==> src/rtl/instr_fetch.sv <==
// Instruction fetch stage: PC register, req/gnt/rvalid memory port, {pc,instr} buffer to decode.
// Optional FETCH_BYPASS_EN presents an accepted response combinationally when the buffer is empty.
module instr_fetch #(
  parameter int unsigned            WIDTH    = 32,
  parameter logic [WIDTH-1:0]       RESET_PC = WIDTH'(32'hBFC0_0000),
  parameter int unsigned            DEPTH    = 2
) (
  input  logic             clk,
  input  logic             rst_n,
  input  logic             PCSrc,
  input  logic [WIDTH-1:0] BranchPC,
  input  logic [WIDTH-1:0] ImmExt,
  output logic             imem_req,
  output logic [WIDTH-1:0] imem_addr,
  input  logic             imem_gnt,
  input  logic             imem_rvalid,
  input  logic [WIDTH-1:0] imem_rdata,
  output logic [WIDTH-1:0] Instr,
  output logic [WIDTH-1:0] PC,
  output logic [6:0]       op,
  output logic             InstrValid,
  input  logic             InstrReady
);

  localparam int unsigned AW = $clog2(DEPTH);
  localparam int unsigned CW = $clog2(DEPTH + 1);

  typedef enum logic [1:0] {
    S_IDLE,
    S_WAIT,
    S_DISCARD
  } state_t;

  state_t           state_q, state_d;
  logic [WIDTH-1:0] fetch_pc;
  logic [WIDTH-1:0] req_pc;
  logic [WIDTH-1:0] fifo_pc    [DEPTH];
  logic [WIDTH-1:0] fifo_instr [DEPTH];
  logic [AW-1:0]    rd_ptr, wr_ptr;
  logic [CW-1:0]    count;

  logic             accept;
  logic             bypass;
  logic             fifo_valid;
  logic             pop;
  logic             fifo_pop;
  logic             push;
  logic             grant;
  logic             can_issue;
  logic [CW:0]      occupancy;
  logic [WIDTH-1:0] target_sum;

  assign fifo_valid = (count != '0);
  assign accept     = imem_rvalid && (state_q == S_WAIT) && !PCSrc;

`ifdef FETCH_BYPASS_EN
  assign bypass = accept && !fifo_valid;
`else
  assign bypass = 1'b0;
`endif

  always_comb begin
    InstrValid = fifo_valid || bypass;
    Instr      = '0;
    PC         = RESET_PC;
    if (fifo_valid) begin
      Instr = fifo_instr[rd_ptr];
      PC    = fifo_pc[rd_ptr];
    end else if (bypass) begin
      Instr = imem_rdata;
      PC    = req_pc;
    end
  end

  assign op       = Instr[6:0];
  assign pop      = InstrValid && InstrReady && !PCSrc;
  assign fifo_pop = pop && fifo_valid;
  assign push     = accept && !(bypass && InstrReady);

  // Outstanding WAIT response counts as occupied; a DISCARD response never lands.
  assign occupancy = {1'b0, count} + (CW+1)'(state_q == S_WAIT) - (CW+1)'(pop);
  assign can_issue = (state_q == S_IDLE) || imem_rvalid;
  assign imem_req  = rst_n && !PCSrc && can_issue && (occupancy < (CW+1)'(DEPTH));
  assign grant     = imem_req && imem_gnt;
  assign imem_addr = fetch_pc;

  assign target_sum = BranchPC + ImmExt;

  // A redirect coinciding with the outstanding response retires it here, so
  // DISCARD is only entered while the response is still in flight.
  always_comb begin
    state_d = state_q;
    unique case (state_q)
      S_IDLE: begin
        if (grant) state_d = S_WAIT;
      end
      S_WAIT: begin
        if (imem_rvalid)  state_d = grant ? S_WAIT : S_IDLE;
        else if (PCSrc)   state_d = S_DISCARD;
      end
      S_DISCARD: begin
        if (imem_rvalid)  state_d = grant ? S_WAIT : S_IDLE;
      end
      default: state_d = S_IDLE;
    endcase
  end

  always_ff @(posedge clk or negedge rst_n) begin
    if (!rst_n) begin
      state_q  <= S_IDLE;
      fetch_pc <= RESET_PC;
      req_pc   <= RESET_PC;
    end else begin
      state_q <= state_d;
      if (PCSrc)      fetch_pc <= {target_sum[WIDTH-1:2], 2'b00};
      else if (grant) fetch_pc <= fetch_pc + WIDTH'(4);
      if (grant)      req_pc   <= fetch_pc;
    end
  end

  always_ff @(posedge clk or negedge rst_n) begin
    if (!rst_n) begin
      rd_ptr <= '0;
      wr_ptr <= '0;
      count  <= '0;
    end else if (PCSrc) begin
      rd_ptr <= '0;
      wr_ptr <= '0;
      count  <= '0;
    end else begin
      if (push)     wr_ptr <= wr_ptr + AW'(1);
      if (fifo_pop) rd_ptr <= rd_ptr + AW'(1);
      count <= count + CW'(push) - CW'(fifo_pop);
    end
  end

  always_ff @(posedge clk) begin
    if (push && !PCSrc) begin
      fifo_pc[wr_ptr]    <= req_pc;
      fifo_instr[wr_ptr] <= imem_rdata;
    end
  end

endmodule

==> config.mk <==
export PLATFORM = sky130hd
export DESIGN_NAME = instr_fetch
export DESIGN_NICKNAME = d
export VERILOG_FILES = /design/src/rtl/instr_fetch.sv
export SDC_FILE = /design/constraint.sdc
export NUM_CORES = 1
export LEC_CHECK = 0
export CORE_MARGIN = 2
export CORE_UTILIZATION = 50
export CTS_BUF_LIST = sky130_fd_sc_hd__clkbuf_16
export CTS_CLUSTER_DIAMETER = 100
export CTS_CLUSTER_SIZE = 8
export DETAILED_ROUTE_END_ITERATION = 6
export DONT_BUFFER_PORTS = 1
export SLEW_MARGIN = 20
export SYNTH_ARGS = -nofsm -noshare
export SYNTH_HDL_FRONTEND = slang
export SYNTH_SLANG_ARGS = --single-unit
==> constraint.sdc <==
create_clock -name clk -period 5.4 [get_ports clk]
set_clock_uncertainty 0.1 [all_clocks]
set_input_delay 0.81 -clock clk [delete_from_list [all_inputs] [get_ports clk]]
set_output_delay 0.81 -clock clk [all_outputs]
set_load 0.02 [all_outputs]
==> reports/metrics.yaml <==
place:
  numPortBuffers: 0
  place_congestion: 0.884
  hpwlAfterDp_um: 14900
global_route:
  grt_pass1_vias: 6398
  track_usage_pct: 20.3
  grt_max_degree: 64
  antenna_found_initial: 1
  grt_overflow: 0
  grt_pass1_wl_um: 32300
pwr:
  power_w: 0.00365
  comb_power_share_pct: 14.5
  intPower_w: 0.00259
  clkPwrFrac_pct: 30.9
  switching_share_pct: 29.2
  switching_power_w: 0.00107
  seq_power_share_pct: 54.7
  p_leak_nw: 3.86
  cellPowerDensity_nw_per_um2: 352
  ir_worst_vdd_mv: 0.171
routing:
  drc: 0
  firstDrtPassIters: 5
  route.vias.total: 6526
  drtIter0Drc: 614
  wl_per_cell_um: 18.4
  routed_wl_um: 21000
  viasPerCell: 5.72
  ant_nets: 0
synth:
  ys_types: 65
  synth-seq-cells: 190
  syn_area_per_cell_um2: 10.9
  syn_inst: 885
  synth_edf_count: 124
  ys.flop_type: "edfxtp_1"
  synth.yosys.warnings: 0
  syn_area_um2: 9640
  async_flop_share_pct: 34.7
  ys_seq_area_share_pct: 56.0
setup_path:
  critical_path_required_ps: 5670
  crit_type: "flip-flop to flip-flop"
  cp_max_fo: 11
  critPathMaxStageDelay_ps: 680
  crit_family: "simple AND/OR/NAND/NOR gates"
  worstPathCellList: "nor2_4 > inv_1 > nand2_1 > nor2_1 > ha_1 > nand2b_1 > fa_1 > nand3b_1 > or4b_1 > nor3_2 > nand2_1 > nor2_1 > xor2_1 > o2111a_1"
  end_kind: "flip-flop"
  worstSetupStartpointType: "flip-flop"
  critPathBufInv: 1
  arrival_ps: 4550
  crit_slowest_cell: "nor3_2"
die:
  rows: 50
  ioPinCount: 207
  start_util_pct: 51.2
  die_h_um: 143
  core-area_um2: 18800
  dieArea_um2: 20400
  die_w_um: 143
timing:
  slew_violations: 0
  setup_violations: 0
  final_hold_viol_count: 0
  fmax_mhz: 234
  relSlewSlack_pct: 25.0
  rsz0062_at_grt: "false"
  worstMarginPinSlew_ps: 1130
  fin_tns_setup_ps: 0
  fin_crit_ps: 4280
  fin_crit_sh_pct: 79.3
clock_network:
  cts_tree: "built"
  cts_buffers: 17
  cts_root_buf: "clkbuf_16"
  clock_sinks: 190
  clk_pin_slew_ps: 70
  cts-htree-levels: 4
  clk_latency_ps: 420
  cts_max_path_buffers: 2
worst_hold_path:
  hp-class: "input port to asynchronous set/reset pin"
run:
  cap_violations: 0
status:
  status: "finished, final reports clean"
layout:
  syn_to_final_growth_pct: 7.75
  drive_above_1_share_pct: 7.85
  layout.nets: 1003
area by class of cell:
class	count	area, um2
diodes	2	5.00
fillers	1636	8450
repair buffers	7	72.6
clock inverters	15	110
multi-input cells	641	4010
inverters	9	33.8
well taps	260	325
flip-flops and latches	190	5400
clock buffers	17	425
cells by family (layout without fill, tap and decap cells):
group / count (synthesis) / after routing / synth area share, %
other: 1 / 6 / 0.0389
and+or+nand+nor: 338 / 338 / 15.6
DFF: 190 / 190 / 56.0
buffers and inverters: 57 / 48 / 2.73
xor gates and xnor gates: 43 / 43 / 3.91
AOI/OAI and AO/OA: 158 / 158 / 10.6
muxes: 63 / 63 / 6.54
adders and majority gates: 35 / 35 / 4.62
power by group through the flow:
stage / clock [W] / sequential, W / combinational, W
2_1_floorplan: 0 / 0.00194 / 0.000446
3_3_place_gp: 0 / 0.00201 / 0.000501
6_report: 0.00113 / 0.00200 / 0.000528
3_5_place_dp: 0 / 0.00203 / 0.000515
5_1_grt: 0.00121 / 0.00202 / 0.000594
4_1_cts: 0.00116 / 0.00200 / 0.000528
state kept, by name (all words and copies together) (netlist names):
register,cells
count,2
imem_addr,30
rd_ptr,1
req_pc,30
wr_ptr,1
state_q,2
fifo_instr,64
fifo_pc,60
metal layers:
| layer | part of all wire [%] | track usage (%) | vias to the layer above |
|---|---|---|---|
| li1 | - | - | 3146 |
| met1 | 44 | 26.3 | 3090 |
| met2 | 47 | 33.0 | 258 |
| met3 | 6.9 | 5.77 | 32 |
| met4 | 2.1 | 7.19 | 0 |
| met5 | 0 | 0 | - |
path summary, 6_finish.rpt:
path | start | to | slack, ps | depth (start not counted)
max in group asynchronous | rst_n | rd_ptr | 4820 | 1
worst min-delay path | rst_n | req_pc[24] | 120 | 0
min in group clk | PCSrc | imem_addr[27] | 340 | 1
worst max register to register | count[1] | imem_addr[31] | 1120 | 14
worst max-delay path | count[1] | imem_addr[31] | 1120 | 14
worst min register to register | req_pc[22] | req_pc[22] | 360 | 2
cell usage after synthesis, drive strengths merged, types with 4 or more instances:
library cell / n / area [um2]
nand2: 149 / 567
nand3: 16 / 85.1
ha: 34 / 425
and3: 9 / 56.3
xor2: 16 / 140
nor3: 10 / 66.3
mux2i: 63 / 631
edfxtp: 124 / 3720
nand2b: 4 / 25.0
a21oi: 58 / 290
a21o: 13 / 97.6
buf: 18 / 116
a221oi: 4 / 35.0
nand4: 16 / 100
dfrtp: 48 / 1200
or3: 7 / 43.8
a211oi: 6 / 45.0
o21ai: 28 / 140
and2: 4 / 25.0
a31oi: 4 / 25.0
clkbuf: 30 / 113
o21a: 7 / 52.6
xnor2: 27 / 236
dfstp: 18 / 473
inv: 9 / 33.8
o21bai: 6 / 45.0
nor2: 106 / 400
worst register-to-register path: cells and delay by family, from the launching register on:
family          cells  cell delay, ps
compound gates      1             190
xor+xnor            1             180
fa+ha+maj           2             720
buf+inv             1             360
flops               1             480
simple gates        9            2210
per-stage QoR:
| stage | area (um2) | hold slack [ps] | setup WS, ps | instances | utilization (%) |
|---|---|---|---|---|---|
| 3_3_place_gp | 9810 | 353 | 1200 | 1106 | 52.1 |
| 6_report | 10400 | 123 | 1120 | 1141 | 55.1 |
| 2_1_floorplan | 9650 | 342 | 1030 | 888 | - |
| 4_1_cts | 10400 | 111 | 1080 | 1139 | 55.1 |
| 3_5_place_dp | 9810 | 356 | 1110 | 1106 | 52.1 |
| 5_1_grt | 10400 | 103 | 740 | 1139 | 55.1 |
placed cells by master (no fill, tap or decap), types with 6 or more instances in the layout:
cell type,n
a21oi_1,58
o21bai_1,6
a211oi_1,6
or3_1,7
inv_1,12
dfrtp_1,47
and3_1,8
xor2_1,16
ha_1,34
dfstp_2,18
nor3_1,8
nand2_1,148
o21ai_0,28
mux2i_1,63
nand3_1,15
nor2_1,103
clkbuf_16,17
a21o_1,13
nand4_1,16
o21a_1,7
buf_4,6
xnor2_1,27
edfxtp_1,124
what timing repair did:
item / in CTS / in global routing
gates resized for setup: 0 / 0
hold buffers: 1 / 0
setup endpoints to repair: 0 / 0
hold endpoints to repair: 48 / 0
buffers inserted: 0 / 0
Note: power is estimated with default switching activity, not from simulation.
